**config.mk**
```make
export PLATFORM = sky130hd
export DESIGN_NAME = obstacle_scheduler
export DESIGN_NICKNAME = d
export VERILOG_FILES = /design/src/rtl/game_pkg.sv /design/src/rtl/rand_fifo.sv /design/src/rtl/obstacle_scheduler.sv
export SDC_FILE = /design/constraint.sdc
export NUM_CORES = 1
export LEC_CHECK = 0
export CAP_MARGIN = 15
export CORE_ASPECT_RATIO = 1.1
export CORE_MARGIN = 1.5
export CORE_UTILIZATION = 56
export CTS_CLUSTER_DIAMETER = 100
export DETAILED_ROUTE_END_ITERATION = 10
export PLACE_DENSITY = 0.79
export SYNTH_ARGS = -nofsm -noshare
export SYNTH_HDL_FRONTEND = slang
export SYNTH_SLANG_ARGS = --single-unit
```
**constraint.sdc**
```tcl
create_clock -name clk -period 2.82 [get_ports clk]
set_input_delay 0.423 -clock clk [delete_from_list [all_inputs] [get_ports clk]]
set_output_delay 0.423 -clock clk [all_outputs]
set_load 0.01 [all_outputs]
```
**src/rtl/game_pkg.sv**
```systemverilog
// Shared definitions for the dino game blocks: random word width,
// obstacle type encodings and the obstacle scheduler state machine.
package game_pkg;

   localparam int RAND_W = 9;

   typedef enum logic [1:0] {
      OBS_SMALL = 2'b00,
      OBS_LARGE = 2'b01,
      OBS_GROUP = 2'b10,
      OBS_BIRD  = 2'b11
   } obs_t;

   typedef enum logic [1:0] {
      ST_IDLE  = 2'd0,
      ST_LOAD  = 2'd1,
      ST_COUNT = 2'd2,
      ST_SPAWN = 2'd3
   } sched_state_t;

endpackage

```
**src/rtl/rand_fifo.sv**
```systemverilog
// Small synchronous FIFO that prefetches random words. The push side is a
// valid/ready handshake; the read side exposes the head word, empty and level.
// A word written in one cycle becomes visible at the head the next cycle.
module rand_fifo
   import game_pkg::*;
#(
   parameter int W     = RAND_W,
   parameter int DEPTH = 4,
   parameter int PTR_W = $clog2(DEPTH),
   parameter int LVL_W = $clog2(DEPTH) + 1
) (
   input  logic             clk,
   input  logic             rst_n,
   input  logic             push_valid,
   input  logic [W-1:0]     push_data,
   output logic             push_ready,
   input  logic             pop,
   output logic [W-1:0]     pop_data,
   output logic             empty,
   output logic [LVL_W-1:0] level
);

   localparam logic [LVL_W-1:0] FULL_LVL = LVL_W'(DEPTH);

   logic [W-1:0]     mem [DEPTH];
   logic [PTR_W-1:0] wr_ptr;
   logic [PTR_W-1:0] rd_ptr;
   logic             push;
   logic             do_pop;

   // Ready comes only from the registered level, so a same-cycle pop never
   // opens a slot for a push while full.
   assign push_ready = (level != FULL_LVL);
   assign empty      = (level == '0);
   assign push       = push_valid && push_ready;
   assign do_pop     = pop && !empty;
   assign pop_data   = mem[rd_ptr];

   // Storage array; data needs no reset because level gates its use.
   always_ff @(posedge clk) begin
      if (push) mem[wr_ptr] <= push_data;
   end

   // Pointers wrap naturally at DEPTH; level tracks occupancy.
   always_ff @(posedge clk or negedge rst_n) begin
      if (!rst_n) begin
         wr_ptr <= '0;
         rd_ptr <= '0;
         level  <= '0;
      end else begin
         if (push)   wr_ptr <= wr_ptr + 1'b1;
         if (do_pop) rd_ptr <= rd_ptr + 1'b1;
         case ({push, do_pop})
            2'b10:   level <= level + 1'b1;
            2'b01:   level <= level - 1'b1;
            default: level <= level;
         endcase
      end
   end

endmodule

```
**src/rtl/obstacle_scheduler.sv**
```systemverilog
// Consumes random words, turns each into an obstacle type and a spawn gap,
// counts the gap down by scroll speed on frame ticks and pulses spawn.
module obstacle_scheduler
   import game_pkg::*;
#(
   parameter int FIFO_DEPTH = 4,
   parameter int GAP_MIN    = 96,
   parameter int GAP_W      = 10
) (
   input  logic                        clk,
   input  logic                        rst_n,
   input  logic                        rand_valid,
   input  logic [RAND_W-1:0]           rand_data,
   output logic                        rand_ready,
   input  logic                        run,
   input  logic                        tick,
   input  logic [2:0]                  speed,
   output logic                        spawn,
   output logic [1:0]                  spawn_type,
   output logic [7:0]                  spawn_count,
   output logic                        starved,
   output logic [$clog2(FIFO_DEPTH):0] fifo_level
);

   localparam logic [GAP_W-1:0] GAP_MIN_V = GAP_W'(GAP_MIN);

   sched_state_t      state;
   logic [GAP_W-1:0]  gap_cnt;
   obs_t              type_nxt;
   logic [RAND_W-1:0] head;
   logic              empty;
   logic              pop;
   logic [GAP_W-1:0]  speed_ext;
   logic [GAP_W-1:0]  gap_new;

   rand_fifo #(
      .W     (RAND_W),
      .DEPTH (FIFO_DEPTH)
   ) u_fifo (
      .clk        (clk),
      .rst_n      (rst_n),
      .push_valid (rand_valid),
      .push_data  (rand_data),
      .push_ready (rand_ready),
      .pop        (pop),
      .pop_data   (head),
      .empty      (empty),
      .level      (fifo_level)
   );

   assign speed_ext = GAP_W'(speed);
   // Low bits of the word give an even gap offset (0..254) above the minimum.
   assign gap_new   = GAP_MIN_V + GAP_W'({head[RAND_W-3:0], 1'b0});
   // Only a running LOAD consumes a word; a pause leaves the FIFO intact.
   assign pop       = (state == ST_LOAD) && run && !empty;
   assign starved   = (state == ST_LOAD) && empty;

   // Scheduler FSM with registered spawn outputs.
   always_ff @(posedge clk or negedge rst_n) begin
      if (!rst_n) begin
         state       <= ST_IDLE;
         gap_cnt     <= '0;
         type_nxt    <= OBS_SMALL;
         spawn       <= 1'b0;
         spawn_type  <= OBS_SMALL;
         spawn_count <= '0;
      end else begin
         spawn <= 1'b0;
         case (state)
            ST_IDLE: begin
               if (run) state <= ST_LOAD;
            end
            ST_LOAD: begin
               if (!run) begin
                  state   <= ST_IDLE;
                  gap_cnt <= '0;
               end else if (!empty) begin
                  gap_cnt  <= gap_new;
                  type_nxt <= obs_t'(head[RAND_W-1 -: 2]);
                  state    <= ST_COUNT;
               end
            end
            ST_COUNT: begin
               if (!run) begin
                  // Pausing cancels the pending spawn and discards the gap.
                  state   <= ST_IDLE;
                  gap_cnt <= '0;
               end else if (tick && (speed_ext != '0)) begin
                  if (gap_cnt <= speed_ext) begin
                     // Type and count update with the pulse so the renderer
                     // sees them in the same cycle as spawn.
                     state       <= ST_SPAWN;
                     spawn       <= 1'b1;
                     spawn_type  <= type_nxt;
                     spawn_count <= spawn_count + 8'd1;
                  end else begin
                     gap_cnt <= gap_cnt - speed_ext;
                  end
               end
            end
            ST_SPAWN: begin
               if (run) begin
                  state <= ST_LOAD;
               end else begin
                  state   <= ST_IDLE;
                  gap_cnt <= '0;
               end
            end
            default: state <= ST_IDLE;
         endcase
      end
   end

endmodule

```
**Yosys cells after proc, flatten, opt, wreduce, memory -nomap -nowiden**

Memories as Yosys holds them, arrays and structs flattened.
Index checks and enable logic that the tools add are counted.

- Memories kept: 1
- Bits of input ports: 17
- Memory bits (writable): 36
- Register bits: 32
- Logic and storage cells: 69

- Multiplexer cells: 22
- Order comparisons: 1
- Add/subtract/negate cells: 7
- Eq/ne operators: 12
- Bitwise gates (word level): 1
- Reduce and logical (&&, ||, !) cells: 16

Memory list:

| memory | depth | width | read ports | clocked after Yosys merged registers in | wr ports | RTL line | text |
|---|---|---|---|---|---|---|---|
| u_fifo.mem | 4 | 9 | 1 | 0 | 1 | rand_fifo.sv:25 | `logic [W-1:0] mem [DEPTH];` |

Operators with widths:

| operator | count |
|---|---|
| $mux W10 | 6 |
| $pmux W10 S3 | 1 |
| $ne A3 B3 Y1 const B | 5 |
| $mux W2 | 6 |
| $le A10 B3 Y1 | 1 |
| $reduce_bool A10 Y1 | 1 |
| $sub A10 B3 Y10 | 1 |
| $add A7 B8 Y9 const A | 1 |
| $add A8 B1 Y8 const B | 1 |
| $pmux W2 S4 | 1 |
| $reduce_and A4 Y1 | 2 |
| $mux W1 | 7 |
| $eq A2 B2 Y1 const B | 3 |
| $logic_and A1 B1 Y1 | 6 |
| $pmux W3 S2 | 1 |
| $reduce_and A5 Y1 | 1 |
| $add A2 B1 Y2 const B | 2 |
| $eq A2 B1 Y1 const B | 2 |
| $ne A2 B2 Y1 const B | 2 |
| $add A3 B1 Y3 const B | 1 |
| $logic_not A3 Y1 | 1 |
| $reduce_and A3 Y1 | 1 |
| $reduce_bool A3 Y1 | 1 |
| $sub A3 B1 Y3 const B | 1 |
| 4 further kinds | 4 |

**Depth between registers and ports, before layout**

- Word-level depth: 6
- Gate-level depth with buffers: 10

**Modules after synthesis**

Synthesis repeated with hierarchy kept, for this count alone.

- Cell total of the unflattened synthesis: 240
- Area total of the unflattened synthesis: 3201.8 um^2

By module, submodules not included:

| module | area each (um^2) | cells an instance | instances |
|---|---|---|---|
| rand_fifo | 1722.9 | 84 | 1 |
| obstacle_scheduler | 1478.9 | 156 | 1 |

**Worst setup path before layout**

No wires, ideal clock.

- Path type: input to register
- Start point: input speed[0]
- End point: register gap_cnt[9]
- Stages on the path: 7
- Data arrival time: 2.410 ns
- Data required time: 2.753 ns
- Path buffers: 0
- Slack: 0.343 ns
- Cell sequence: ha_1 fa_1 nand2b_1 a32oi_1 o21ai_1 or4b_2 nand2_1

- Word-level cells in the longest chain between the ends: 5
- Elaborated cells on any way between the ends: 11
- Classes of those cells: add/sub (1); order compare (1); eq/ne (2); mux (4); reduce/logical (3)

RTL lines:

| element | RTL line | text |
|---|---|---|
| from (decl) | obstacle_scheduler.sv:17 | `input logic [2:0] speed,` |
| $sub A10 B3 Y10 | obstacle_scheduler.sv:97 | `gap_cnt <= gap_cnt - speed_ext;` |
| $mux W10 | obstacle_scheduler.sv:89 | `if (gap_cnt <= speed_ext) begin` |
| $mux W10 | obstacle_scheduler.sv:88 | `end else if (tick && (speed_ext != '0)) begin` |
| $mux W10 | obstacle_scheduler.sv:84 | `if (!run) begin` |
| $pmux W10 S3 | obstacle_scheduler.sv:69 | `case (state)` |
| to (signal assigned) | obstacle_scheduler.sv:78 | `gap_cnt <= gap_new;` |
| to (signal assigned) | obstacle_scheduler.sv:97 |  |
| to (decl) | obstacle_scheduler.sv:28 | `logic [GAP_W-1:0] gap_cnt;` |

Parallel ways exist; a longest one is shown, timed or not. The select of a mux whose other input is x is not followed.
A chain may end at the register's enable or synchronous reset.

**Worst setup path after layout**

- Start point: input speed[0]
- End point: register gap_cnt[5]

The elaborated chain is that of the path after synthesis.

==> out/metrics.yaml <==
finish:
  areaGrowthSynthToFinish_pct: 20.4
  nets: 319
  multi_input_area_mm2: 0.00117
  final-seq-area_mm2: 0.00188
  stdcell_count: 370
  fin_util: 0.704
  antennaDiodeCount: 0
  final_area_mm2: 0.00380
  drive_above_1_share: 0.156
  fillers: 407
place:
  globalplace.congestion: 0.900
  dp_slack_ns: -0.0614
  dp_cells: 354
  portBuffers: 32
  post-dp-hpwl_mm: 4.31
  placed_cell_area_mm2: 0.00364
synth:
  syn_inst: 239
  yosysMostFrequentCell: "edfxtp_1"
  synth_edf_count: 36
  synth_async_sr_flop_share: 0.471
  yosysWarnings: 0
  synth_flop_cell: "edfxtp_1"
  syn_area_mm2: 0.00315
  yosysSeqAreaShare: 0.597
  synthTopCellsByArea: "edfxtp_1 34%, dfrtp_1 25%, mux4_2 6.4%"
  yosys.area.top_type: "edfxtp_1"
  yosysUniqueCellTypes: 50
  syn-num-nets: 268
  syn_area_per_cell_um2: 13.2
  ys_ff_latch: 68
  yosys.area.top_type_share: 0.343
  synthTopCellsByCount: "36 x edfxtp_1, 32 x dfrtp_1, 22 x nand2_1"
detailed_routing:
  dr.pass1.iters: 4
  drc_errors: 0
  via_per_inst: 5.62
  vias: 2079
  drt_iter0_markers: 170
  wire_per_inst_um: 15.9
  ant_nets: 0
  drt_wl_total_mm: 5.88
cts:
  cts_buffers: 9
  clk_pin_slew_ns: 0.07
  clk_latency_ns: 0.34
  cts_tree: "built"
  cts_hold_buffers: 0
  clock-sinks: 68
  htreeDepth: 3
  cts-resized-gates: 0
  cts_setup_buffers: 0
  ctsRootBufferMaster: "clkbuf_8"
  clock_path_buffers: 2
timing:
  min_period_ns: 2.54
  finClkSkew_ns: 0.00893
  slew_headroom: 0.671
  setup_ws_ns: 0.275
  hold_viol: 0
  clock.fmax_mhz: 393
  report.final.setup_viol: 0
  rsz0062_at_grt: "false"
  fin_crit_sh: 0.902
  drv_slew: 0
  hold_ws_ns: 0.465
  max_slew.worst_pin.slew_ns: 0.494
floorplan:
  die_width_um: 74.6
  ios: 33
  rows: 28
  fp.coreArea_mm2: 0.00540
  start_util: 0.585
  die_y_um: 81.7
  die_area_mm2: 0.00609
global_route:
  grt_usage: 0.219
  grt_max_degree: 33
  grt_pass1_wl_mm: 9.65
  grt_pass1_vias: 2130
  grt_remaining_overflow: 0
  antenna_found_initial: 0
setup_path:
  path_class: "in -> reg"
  cp.arrival_ns: 2.80
  worstSetupStartpointType: "input pin"
  critPathMaxFanout: 8
  regToRegEndpoint: "spawn_count[7]"
  rrSetupSlack_ns: 0.29
  reg2reg_depth: 5
  startpoint: "speed[0]"
  endpoint_kind: "flop"
  cp.required_ns: 3.07
  worstReg2RegStart: "gap_cnt[6]"
  endpoint: "gap_cnt[5]"
flow_run:
  maxCapViolCount: 0
status:
  status: "completed"
min_path:
  hp-class: "reg -> reg"
power:
  p_per_area_mw_per_mm2: 916
  ir_drop_uv: 693
  power.leakage_nw: 1.54
sequential cells by signal, summed over array words and instances, names as in the netlist:
signal         count
gap_cnt           10
spawn              1
spawn_count        8
spawn_type         2
state              2
type_nxt           2
u_fifo.level       3
u_fifo.mem        36
u_fifo.rd_ptr      2
u_fifo.wr_ptr      2
worst min path at each step:
| stage | start | endpoint | slack, ns | cells past startpoint |
|---|---|---|---|---|
| after floorplan | rst_n | gap_cnt[0] | 0.13 | 0 |
| after global placement | spawn_count[7] | spawn_count[7] | 0.46 | 1 |
| after detailed placement | spawn_count[7] | spawn_count[7] | 0.46 | 1 |
| after CTS | spawn_count[7] | spawn_count[7] | 0.47 | 1 |
| after global routing | spawn_count[7] | spawn_count[7] | 0.50 | 1 |
| final | spawn_count[7] | spawn_count[7] | 0.47 | 1 |
layout make-up:
cell class              instances  area share
flip-flops and latches         68       0.495
multi-input cells             146       0.308
repair buffers                 46       0.112
clock buffers                  14      0.0375
well taps                      75      0.0247
inverters                      19      0.0188
clock inverters                 2     0.00329
metrics by stage:
stage	power [mW]	TNS (ns)
6_report	3.48	0
5_1_grt	3.71	0
4_1_cts	3.49	0
3_5_place_dp	2.83	-0.232
3_3_place_gp	2.79	0
2_1_floorplan	2.35	0
worst max-delay path, stage by stage:
cell	delay [ns]
clkdlybuf4s50_1	0.43
ha_1	0.23
fa_1	0.39
nand2b_1	0.19
a32oi_1	0.29
o21ai_1	0.13
buf_4	0.18
and2_0	0.21
buf_4	0.17
o22ai_1	0.16
report_power, final:
part | switching [mW] | total [mW] | internal [mW] | leakage (nW)
Combinational | 0.646 | 1.32 | 0.672 | 0.718
Clock | 0.334 | 0.653 | 0.319 | 0.0747
Sequential | 0.202 | 1.51 | 1.31 | 0.748
Total | 1.18 | 3.48 | 2.30 | 1.54
layer usage:
layer,GRT usage,vias up,wire length [µm]
met1,0.264,1000,2470
li1,-,979,-
met5,0,-,0
met2,0.357,80,2930
met3,0.0577,20,277
met4,0.125,0,198
cells by family (layout without fill, tap and decap cells):
| group | after synthesis | after routing | synth area share |
|---|---|---|---|
| AOI/OAI and AO/OA | 38 | 38 | 0.0829 |
| xor gates and xnor gates | 14 | 14 | 0.0389 |
| adders and majority gates | 12 | 12 | 0.0524 |
| buffers and inverters | 25 | 81 | 0.0321 |
| DFF | 68 | 68 | 0.597 |
| muxes | 12 | 12 | 0.0750 |
| and+or+nand+nor | 70 | 70 | 0.122 |
cells in the final DEF (no fill, tap or decap), types with 7 or more instances in the layout:
cell type and count:
xnor2_1 8, clkdlybuf4s50_1 32, buf_4 14, clkbuf_8 9, nor2_1 8, nand2_1 22, nand3_1 10, ha_1 10
edfxtp_1 36, dfrtp_1 32, o21ai_0 7, inv_1 18, mux4_2 9
(Power assumes the default switching activity.)
